==> src/rtl/ram_access_ctrl.sv <==
// Sequencer for a 256x8 asynchronous RAM: setup / strobe / hold phasing on a valid/ready request port.
// Optional write-verify read-back is enabled by defining RAM_ACCESS_CTRL_VERIFY_EN.
module ram_access_ctrl #(
  parameter int ADDR_WIDTH   = 8,
  parameter int DATA_WIDTH   = 8,
  parameter int SETUP_CYCLES = 1,
  parameter int PULSE_CYCLES = 2,
  parameter int HOLD_CYCLES  = 1
) (
  input  logic                  i_clk,
  input  logic                  i_nrst,
  input  logic                  i_reqValid,
  output logic                  o_reqReady,
  input  logic                  i_reqWrite,
  input  logic [ADDR_WIDTH-1:0] i_reqAddress,
  input  logic [DATA_WIDTH-1:0] i_reqWriteData,
  output logic                  o_rspValid,
  output logic [DATA_WIDTH-1:0] o_rspReadData,
  output logic [ADDR_WIDTH-1:0] o_ramAddress,
  output logic                  o_ramWriteEn,
  output logic [DATA_WIDTH-1:0] o_ramWriteData,
  input  logic [DATA_WIDTH-1:0] i_ramReadData,
  output logic                  o_ramNoe,
  output logic                  o_verifyError
);

  localparam int SP_MAX  = (SETUP_CYCLES > PULSE_CYCLES) ? SETUP_CYCLES : PULSE_CYCLES;
  localparam int CNT_MAX = (SP_MAX > HOLD_CYCLES) ? SP_MAX : HOLD_CYCLES;
  localparam int CNT_W   = (CNT_MAX > 1) ? $clog2(CNT_MAX) : 1;

  localparam logic [CNT_W-1:0] SETUP_RELOAD = CNT_W'(SETUP_CYCLES - 1);
  localparam logic [CNT_W-1:0] PULSE_RELOAD = CNT_W'(PULSE_CYCLES - 1);
  localparam logic [CNT_W-1:0] HOLD_RELOAD  = CNT_W'(HOLD_CYCLES - 1);

`ifdef RAM_ACCESS_CTRL_VERIFY_EN
  typedef enum logic [2:0] {IDLE, SETUP, STROBE, HOLD, VERIFY} state_t;
`else
  typedef enum logic [2:0] {IDLE, SETUP, STROBE, HOLD} state_t;
`endif

  state_t                  state_q, state_d;
  logic [CNT_W-1:0]        cnt_q, cnt_d;
  logic                    write_q, write_d;
  logic [ADDR_WIDTH-1:0]   addr_q, addr_d;
  logic [DATA_WIDTH-1:0]   wdata_q, wdata_d;
  logic [DATA_WIDTH-1:0]   rdata_q, rdata_d;
  logic                    rsp_valid_q, rsp_valid_d;
  logic                    we_q, we_d;
  logic                    noe_q, noe_d;
  logic                    verify_err_q, verify_err_d;
  logic                    phase_done;

  assign phase_done = (cnt_q == '0);

  always_comb begin
    state_d      = state_q;
    cnt_d        = phase_done ? cnt_q : cnt_q - CNT_W'(1);
    write_d      = write_q;
    addr_d       = addr_q;
    wdata_d      = wdata_q;
    rdata_d      = rdata_q;
    rsp_valid_d  = 1'b0;
    verify_err_d = verify_err_q;

    case (state_q)
      IDLE: begin
        if (i_reqValid) begin
          write_d = i_reqWrite;
          addr_d  = i_reqAddress;
          wdata_d = i_reqWriteData;
          state_d = SETUP;
          cnt_d   = SETUP_RELOAD;
        end
      end
      SETUP: begin
        if (phase_done) begin
          state_d = STROBE;
          cnt_d   = PULSE_RELOAD;
        end
      end
      STROBE: begin
        if (phase_done) begin
          if (!write_q) begin
            rdata_d = i_ramReadData;
          end
          state_d = HOLD;
          cnt_d   = HOLD_RELOAD;
        end
      end
      HOLD: begin
        if (phase_done) begin
`ifdef RAM_ACCESS_CTRL_VERIFY_EN
          if (write_q) begin
            state_d = VERIFY;
            cnt_d   = PULSE_RELOAD;
          end else begin
            state_d     = IDLE;
            rsp_valid_d = 1'b1;
          end
`else
          state_d     = IDLE;
          rsp_valid_d = 1'b1;
`endif
        end
      end
`ifdef RAM_ACCESS_CTRL_VERIFY_EN
      VERIFY: begin
        if (phase_done) begin
          if (i_ramReadData != wdata_q) begin
            verify_err_d = 1'b1;
          end
          state_d     = IDLE;
          rsp_valid_d = 1'b1;
        end
      end
`endif
      default: begin
        state_d = IDLE;
      end
    endcase

    // Pin strobes are registered from the next state so the RAM sees clean, glitch-free edges.
    we_d  = (state_d == STROBE) && write_d;
    noe_d = 1'b1;
    if (!write_d && ((state_d == SETUP) || (state_d == STROBE) || (state_d == HOLD))) begin
      noe_d = 1'b0;
    end
`ifdef RAM_ACCESS_CTRL_VERIFY_EN
    if (state_d == VERIFY) begin
      noe_d = 1'b0;
    end
`endif
  end

  always_ff @(posedge i_clk) begin
    if (!i_nrst) begin
      state_q      <= IDLE;
      cnt_q        <= '0;
      write_q      <= 1'b0;
      addr_q       <= '0;
      wdata_q      <= '0;
      rdata_q      <= '0;
      rsp_valid_q  <= 1'b0;
      we_q         <= 1'b0;
      noe_q        <= 1'b1;
      verify_err_q <= 1'b0;
    end else begin
      state_q      <= state_d;
      cnt_q        <= cnt_d;
      write_q      <= write_d;
      addr_q       <= addr_d;
      wdata_q      <= wdata_d;
      rdata_q      <= rdata_d;
      rsp_valid_q  <= rsp_valid_d;
      we_q         <= we_d;
      noe_q        <= noe_d;
      verify_err_q <= verify_err_d;
    end
  end

  assign o_reqReady     = (state_q == IDLE);
  assign o_rspValid     = rsp_valid_q;
  assign o_rspReadData  = rdata_q;
  assign o_ramAddress   = addr_q;
  assign o_ramWriteData = wdata_q;
  assign o_ramWriteEn   = we_q;
  assign o_ramNoe       = noe_q;
`ifdef RAM_ACCESS_CTRL_VERIFY_EN
  assign o_verifyError  = verify_err_q;
`else
  assign o_verifyError  = 1'b0;
`endif

endmodule
==> config.mk <==
export PLATFORM = sky130hd
export DESIGN_NAME = ram_access_ctrl
export DESIGN_NICKNAME = d
export VERILOG_FILES = /design/src/rtl/ram_access_ctrl.sv
export SDC_FILE = /design/constraint.sdc
export NUM_CORES = 1
export LEC_CHECK = 0
export ABC_AREA = 1
export BUFFER_PORTS_ARGS = -buffer_cell sky130_fd_sc_hd__buf_2
export CELL_PAD_IN_SITES_DETAIL_PLACEMENT = 0
export CELL_PAD_IN_SITES_GLOBAL_PLACEMENT = 1
export CORE_MARGIN = 2
export CORE_UTILIZATION = 29
export CTS_CLUSTER_SIZE = 12
export DETAILED_ROUTE_END_ITERATION = 10
export GPL_TIMING_DRIVEN = 1
export PLACE_DENSITY_LB_ADDON = 0.1
export SYNTH_ARGS = -nofsm -noshare
export SYNTH_HDL_FRONTEND = slang
export SYNTH_SLANG_ARGS = --single-unit
==> constraint.sdc <==
create_clock -name i_clk -period 1 [get_ports i_clk]
set_input_delay 0.2 -clock i_clk [delete_from_list [all_inputs] [get_ports i_clk]]
set_output_delay 0.2 -clock i_clk [all_outputs]
set_load 0.01 [all_outputs]
==> Yosys cells after proc, flatten, opt, wreduce, memory -nomap -nowiden <==
Cells that the tools add are included.
W data, S select, Z words.
{ "classes": {"add_sub_neg": 1, "n_mul": 0, "n_div": 0, "n_lt_le_gt_ge": 0, "n_eq_ne": 6, "shifts": 0, "n_mux": 14, "bitwise_logic": 2, "reduce_logical": 9} }
{ "op_table": {"columns": ["cell", "n"], "rows": [
  ["$eq A3 B2 Y1 const B", 4],
  ["$mux W3", 4],
  ["$pmux W3 S4", 1],
  ["$mux W1", 8],
  ["$eq A3 B1 Y1 const B", 2],
  ["$reduce_and A2 Y1", 2],
  ["$logic_not A3 Y1", 1],
  ["$pmux W1 S3", 1],
  ["$reduce_and A3 Y1", 1],
  ["$logic_and A1 B1 Y1", 2],
  ["$logic_or A1 B1 Y1", 2],
  ["$not A1 Y1", 2],
  ["$logic_not A1 Y1", 1],
  ["$sub A1 B1 Y1 const B", 1]
]} }
{ "word_totals": {"ff_bits": 32, "latchBits": 0, "ram_bits": 0, "rom_bits": 0, "inputBits": 28, "word_cells": 41, "mem_count": 0} }

==> Longest topological paths before layout <==
Gate-level depths: netlist of run 1.
{ "depth": {"ltp_word": 7, "mapped_depth": 7, "mapped_depth_nobuf": 7} }

==> Worst setup path after synthesis of run 1 <==
Ideal clock, no wire load.
{ "synth_path": {"path_type": "register -> register", "startpoint": "register state_q[2]", "endpoint": "register addr_q[2], in the netlist o_ramAddress[2]", "setup_time_ns": 0.123, "arrival_time_ns": 0.948, "required_time_ns": 0.877, "setup_slack_ns": -0.071, "path_stages_with_launch": 6, "period_less_slack_ns": 1.071, "cell_sequence": "dfxtp_1 > nor2_4 > nand3_4 > buf_2 > nand2_1 > a21oi_2"} }
{ "synth_between": {"elab_chain_cells": 2} }
{ "synth_rtl": {"columns": ["item", "line_no", "source"], "rows": [
  ["from (decl)", "41", "state_t state_q, state_d;"],
  ["from (signal assigned)", "148", "state_q <= state_d;"],
  ["$logic_not A3 Y1", "65", "case (state_q)"],
  ["$reduce_and A2 Y1 (no line)", null, null],
  ["to (signal assigned)", "151", "addr_q <= addr_d;"],
  ["to (decl)", "44", "logic [ADDR_WIDTH-1:0] addr_q, addr_d;"]
]} }
No other way between the ends.
A chain may end at the register's enable or synchronous reset.

==> Final worst setup path of run 1 <==
{ "layout_path": {"startpoint": "register state_q[1]", "endpoint": "register rdata_q[1], in the netlist o_rspReadData[1]"} }
{ "layout_between": {"elab_chain_cells": 2} }
{ "layout_rtl": {"columns": ["item", "line_no", "source"], "rows": [
  ["$eq A3 B2 Y1", "65", null],
  ["$reduce_and A3 Y1 (no line)", null, null],
  ["to (signal assigned)", "153", "rdata_q <= rdata_d;"],
  ["to (decl)", "46", "logic [DATA_WIDTH-1:0] rdata_q, rdata_d;"]
]} }
No other way between the ends.

==> flow_summary.json, run 1 <==
{
  "finalWorstSetupSlack_ps": -179,
  "cp_slowest_cell": "dfxtp_2",
  "setup-violations-final": 29,
  "synth-seq-cells": 32,
  "core_mm2": 0.00432,
  "vias_per_cell": 4.47,
  "diodes": 0,
  "cts_max_level": 2,
  "antenna_found_initial": 0,
  "routed_wl_mm": 3.44,
  "clkTransAtPathRegs_ps": 60,
  "path_max_fanout": 8,
  "cts_buffers": 5,
  "power_leakage_nw": 0.907,
  "place_ws_ps": -140,
  "yosysTopAreaCellShare": 0.492,
  "crit_path_start_kind": "register",
  "worst_setup_path_end_kind": "register",
  "cts_max_path_buffers": 2,
  "fmax_ghz": 0.848,
  "grt_pass1_wl_mm": 5.51,
  "synth_cell_types": 24,
  "fp.dieH_um": 71.0,
  "fp.dieW_um": 71.0,
  "io_buffers": 55,
  "remaining_drc_errors": 0,
  "rows": 24,
  "drt_iter0_markers": 42,
  "synth.avg_cell_area_um2": 8.03,
  "cts_tree": "built",
  "crit_top_cell": "nor2_1",
  "initial_core_util": 0.301,
  "path_cells": "inv_2 -> buf_6 -> nor2_4 -> nand3_4 -> inv_8 -> nor2_1 -> nor2_1",
  "hold_viol_final": 0,
  "violations": "setup timing",
  "cap_violations": 0,
  "grt_pass1_vias": 1176,
  "routedWlPerCell_um": 11.9,
  "cts_hold_buf": 0,
  "syn-instance-count": 162,
  "yosysSeqAreaShare": 0.492,
  "dr.pass1.iters": 4,
  "place.gp.congestion": 0.888,
  "power_density_mw_per_mm2": 1400,
  "grt_max_degree": 18,
  "pin_count": 57,
  "clk_latency_ps": 280,
  "critical_path_class": "register to register",
  "worstPathArrival_ps": 1400,
  "ant_nets": 0,
  "maxSlewViolCount": 0,
  "peakVddDrop_mv": 0.664,
  "period_minus_slack_ps": 1180,
  "status": "complete, but fails checks",
  "synth_edf_count": 0,
  "fin_crit_sh": 1.18,
  "clock_sinks": 32,
  "netlist_top_cells_area": "dfxtp_1 49%, nand2_1 11%, nor2_1 7.2%",
  "rsz0062_at_grt": "yes",
  "dpl.hpwl_mm": 2.42,
  "nets": 264,
  "yosysTopAreaCell": "dfxtp_1",
  "grt_use_total": 0.141,
  "layout-drive-gt1-share": 0.612,
  "path_buf_inv": 3,
  "critPathRequiredTime_ps": 1220,
  "synth.cells.most_frequent": "39 x nand2_1, 32 x dfxtp_1, 25 x nor2_1, 10 x a21oi_2, 10 x nand2_2",
  "slowest_delay_ps": 340,
  "n_fill_cell": 449,
  "syn_to_final_growth_pct": 53.0,
  "synthArstFlopShare": 0,
  "crit_family": "simple AND/OR/NAND/NOR gates",
  "root_buffer": "clkbuf_8",
  "fin_skew_ps": 3.41,
  "post_synth_instance_area_mm2": 0.00130,
  "dieArea_mm2": 0.00504,
  "timing.setup.tns_ps": -4350,
  "vias": 1293,
  "yosysWarnings": 0,
  "hold_path.class": "input port to register",
  "synth_top_flop_cell": "dfxtp_1",
  "yosysMostFrequentCell": "nand2_1",
  "fin_hold_ws_ps": 161,
  "grt_overflow": 0
}
[sequential cells by signal (all words and copies together), names as in the netlist]
name and cells:
o_ramWriteData 8, o_ramAddress 8, o_rspValid 1, o_rspReadData 8, write_q 1, cnt_q 1
o_ramNoe 1, state_q 3, o_ramWriteEn 1
[area by class of cell]
| class | instances | area [µm²] | share of cell area |
|---|---|---|---|
| Multi-Input combinational cell | 114 | 681 | 0.342 |
| Sequential cell | 32 | 657 | 0.330 |
| Timing Repair Buffer | 72 | 432 | 0.217 |
| Clock buffer | 8 | 90.1 | 0.0453 |
| Inverter | 11 | 66.3 | 0.0333 |
| Tap cell | 52 | 65.1 | 0.0327 |
[through the flow]
step	std cells	instance area, µm²	total power, mW	util
3_3_place_gp	274	1680	1.73	0.388
6_report	289	1990	2.80	0.460
4_1_cts	288	1890	2.80	0.436
5_1_grt	289	1990	2.95	0.460
2_1_floorplan	163	1310	1.58	-
3_5_place_dp	274	1680	1.73	0.388
[placed cells by master, fill, tap and decap left out]
| cell | instances |
|---|---|
| dfxtp_1 | 23 |
| inv_1 | 6 |
| a21oi_2 | 12 |
| inv_8 | 1 |
| nand4_1 | 2 |
| buf_4 | 11 |
| nand3_1 | 2 |
| nand3_4 | 3 |
| inv_2 | 1 |
| nand3_2 | 1 |
| conb_1 | 2 |
| dfxtp_2 | 7 |
| o21ai_0 | 1 |
| nand2_1 | 29 |
| nor4_1 | 1 |
| clkbuf_1 | 2 |
| inv_4 | 2 |
| nor3_1 | 1 |
| buf_2 | 54 |
| nor2_2 | 11 |
| a21oi_1 | 5 |
| nor2_1 | 13 |
| nand2_2 | 19 |
| buf_6 | 7 |
| clkinv_8 | 1 |
| dfxtp_4 | 2 |
| o21ai_1 | 5 |
| o21ai_2 | 3 |
| clkbuf_8 | 6 |
| nand2_4 | 1 |
| nor2_4 | 3 |
[worst paths after layout]
kind	startpoint	to	slack, ps	depth (start not counted)
max	state_q[1]$_SDFF_PN0_	o_rspReadData[1]$_SDFFE_PN0P_	-180	7
min	i_reqWriteData[7]	o_ramWriteData[7]$_SDFFE_PN0P_	160	3
min reg2reg	o_ramWriteData[2]$_SDFFE_PN0P_	o_ramWriteData[2]$_SDFFE_PN0P_	460	2
max reg2reg	state_q[1]$_SDFF_PN0_	o_rspReadData[1]$_SDFFE_PN0P_	-180	7
[logic make-up (layout without fill, tap and decap cells)]
family | count (synthesis) | after routing | synth area share
DFF | 32 | 32 | 0.492
and+or+nand+nor | 85 | 86 | 0.297
AOI/OAI and AO/OA | 26 | 26 | 0.129
buffers and inverters | 18 | 91 | 0.0788
other | 1 | 2 | 0.00288
[metal layers]
metal  wire (µm)  vias up  GRT usage  share of wire
met3         241        8     0.0513          0.070
met4          78        0     0.0692          0.023
met5           0        -          0              0
met2        1610       44      0.222           0.47
met1        1510      584      0.169           0.44
li1            -      657          -              -
[worst register-to-register path, stage by stage, from the launching register on]
cell and delay [ps]:
dfxtp_2 340, inv_2 50, buf_6 110, nor2_4 180
nand3_4 160, inv_8 140, nor2_1 50, nor2_1 90
[report_power, final]
part           leakage (nW)  internal, mW  switching (mW)  total, mW
combinational         0.597         0.193           0.229      0.422
sequential            0.265          1.32          0.0337       1.36
clock                0.0455         0.561           0.456       1.02
total                 0.907          2.08           0.719       2.80
[what timing repair did]
item	CTS	global route
pin swaps	6	12
endpoints found under the setup margin	29	32
resized for setup	22	43
setup buffers	6	1
gates cloned	0	1
(Power assumes the default switching activity.)
==> run 2: changes to the inputs <==
Settings changed: REMOVE_ABC_BUFFERS set to 1.
==> flow_summary.json, run 2 (synthesis results as in run 1) <==
{
  "crit_path_start_kind": "register",
  "period_minus_slack_ps": 1230,
  "timing.rr.start": "state_q[2]$_SDFF_PN0_",
  "cap_violations": 0,
  "rsz0062_at_grt": "yes",
  "reg2reg_to": "o_ramWriteData[2]$_SDFFE_PN0P_",
  "grt_pass1_vias": 1292,
  "met2_usage": 0.247,
  "grt_use_total": 0.142,
  "worst_setup_path_end_kind": "primary output",
  "vias_per_cell": 4.43,
  "nets": 267,
  "remaining_drc_errors": 0,
  "hold_viol_final": 0,
  "power_leakage_nw": 0.921,
  "cts_max_level": 2,
  "use_met1": 0.157,
  "dpl.hpwl_mm": 2.39,
  "drt_iter0_markers": 17,
  "status": "complete, but fails checks",
  "fp.dieH_um": 71.0,
  "grt_pass1_wl_mm": 5.59,
  "antenna_found_initial": 0,
  "cts_buffers": 5,
  "dieArea_mm2": 0.00504,
  "routed_wl_mm": 3.49,
  "path_max_fanout": 4,
  "rr_worst_depth": 6,
  "regArea_um2": 658,
  "critPathRequiredTime_ps": 800,
  "routedWlPerCell_um": 12.0,
  "startpoint": "state_q[0]$_SDFF_PN0_",
  "diodes": 0,
  "maxSlewViolCount": 0,
  "layout_common_cells": "55 x buf_2, 30 x nand2_1, 24 x dfxtp_1, 20 x nor2_1, 19 x nand2_2",
  "initial_core_util": 0.301,
  "clkTransAtPathRegs_ps": 70,
  "critical_path_class": "register to primary output",
  "grt-busiest-layer": "met2",
  "clock_sinks": 32,
  "clk_latency_ps": 280,
  "fin_util": 0.464,
  "grt_max_degree": 18,
  "place.gp.congestion": 0.825,
  "pin_count": 57,
  "core_mm2": 0.00432,
  "hold_path.class": "input port to register",
  "root_buffer": "clkbuf_8",
  "cts_tree": "built",
  "cts_max_path_buffers": 2,
  "fp.dieW_um": 71.0,
  "fin_cells": 292,
  "setup-violations-final": 30,
  "n_fill_cell": 432,
  "ant_nets": 0,
  "dp.cells": 274,
  "syn_to_final_growth_pct": 54.2,
  "place_ws_ps": -182,
  "violations": "setup timing",
  "worstPathArrival_ps": 1030,
  "met3_usage": 0.0527,
  "fmax_ghz": 0.815,
  "vias": 1294,
  "layout-drive-gt1-share": 0.608,
  "power_density_mw_per_mm2": 1400,
  "fin_crit_sh": 1.23,
  "finalWorstSetupSlack_ps": -227,
  "crit_path_end": "o_reqReady",
  "grt_overflow": 0,
  "dr.pass1.iters": 4,
  "fin_skew_ps": 10.9,
  "fin_hold_ws_ps": 155,
  "rows": 24,
  "multi_input_area_um2": 678,
  "final_common_cell": "buf_2",
  "peakVddDrop_mv": 0.721,
  "io_buffers": 55,
  "timing.setup.tns_ps": -4370,
  "r2r_setup_slack_ps": -200
}
[run 2: layout make-up]
class / instances / area share
clock buffer: 6 / 0.0411
clock inverter: 2 / 0.00499
inverter: 11 / 0.0305
multi-input combinational: 114 / 0.338
sequential: 32 / 0.328
tap: 52 / 0.0324
timing repair buffer: 75 / 0.225
[run 2: worst min path at each step]
stage	startpoint	to	slack, ps	depth (start not counted)
2_1_floorplan	i_nrst	o_rspReadData[0]$_SDFFE_PN0P_	340	2
3_3_place_gp	i_reqWriteData[2]	o_ramWriteData[2]$_SDFFE_PN0P_	450	3
3_5_place_dp	o_ramWriteData[1]$_SDFFE_PN0P_	o_ramWriteData[1]$_SDFFE_PN0P_	450	2
4_1_cts	i_reqAddress[1]	o_ramAddress[1]$_SDFFE_PN0P_	150	3
5_1_grt	i_reqAddress[2]	o_ramAddress[2]$_SDFFE_PN0P_	150	3
6_report	i_reqAddress[1]	o_ramAddress[1]$_SDFFE_PN0P_	150	3
[run 2: per-layer routing]
metal | wire length [µm] | part of all wire
met2 | 1620 | 0.46
met1 | 1530 | 0.44
met3 | 281 | 0.080
met5 | 0 | 0
met4 | 63 | 0.018
[run 2: critical path: stages (launching register included)]
cell and delay, ps:
dfxtp_4 360, buf_4 130, nor2_2 110, buf_2 140
[run 2: through the flow]
stage / instance area, µm² / total power, mW
global placement: 1670 / 1.72
CTS: 1870 / 2.80
floorplan: 1250 / 1.55
finish: 2010 / 2.81
global route: 2010 / 2.97
detailed placement: 1670 / 1.73
[run 2: report_power, final]
part	internal, mW	leakage (nW)	switching [mW]
sequential	1.32	0.265	0.0289
clock	0.549	0.0510	0.475
combinational	0.200	0.605	0.239
total	2.07	0.921	0.742
[run 2: repair_timing]
item,in CTS,in global routing
buffers inserted,7,2
endpoints found under the setup margin,30,34
gates cloned,1,0
hold buffers,0,0
pin swaps,5,13
resized for setup,24,37
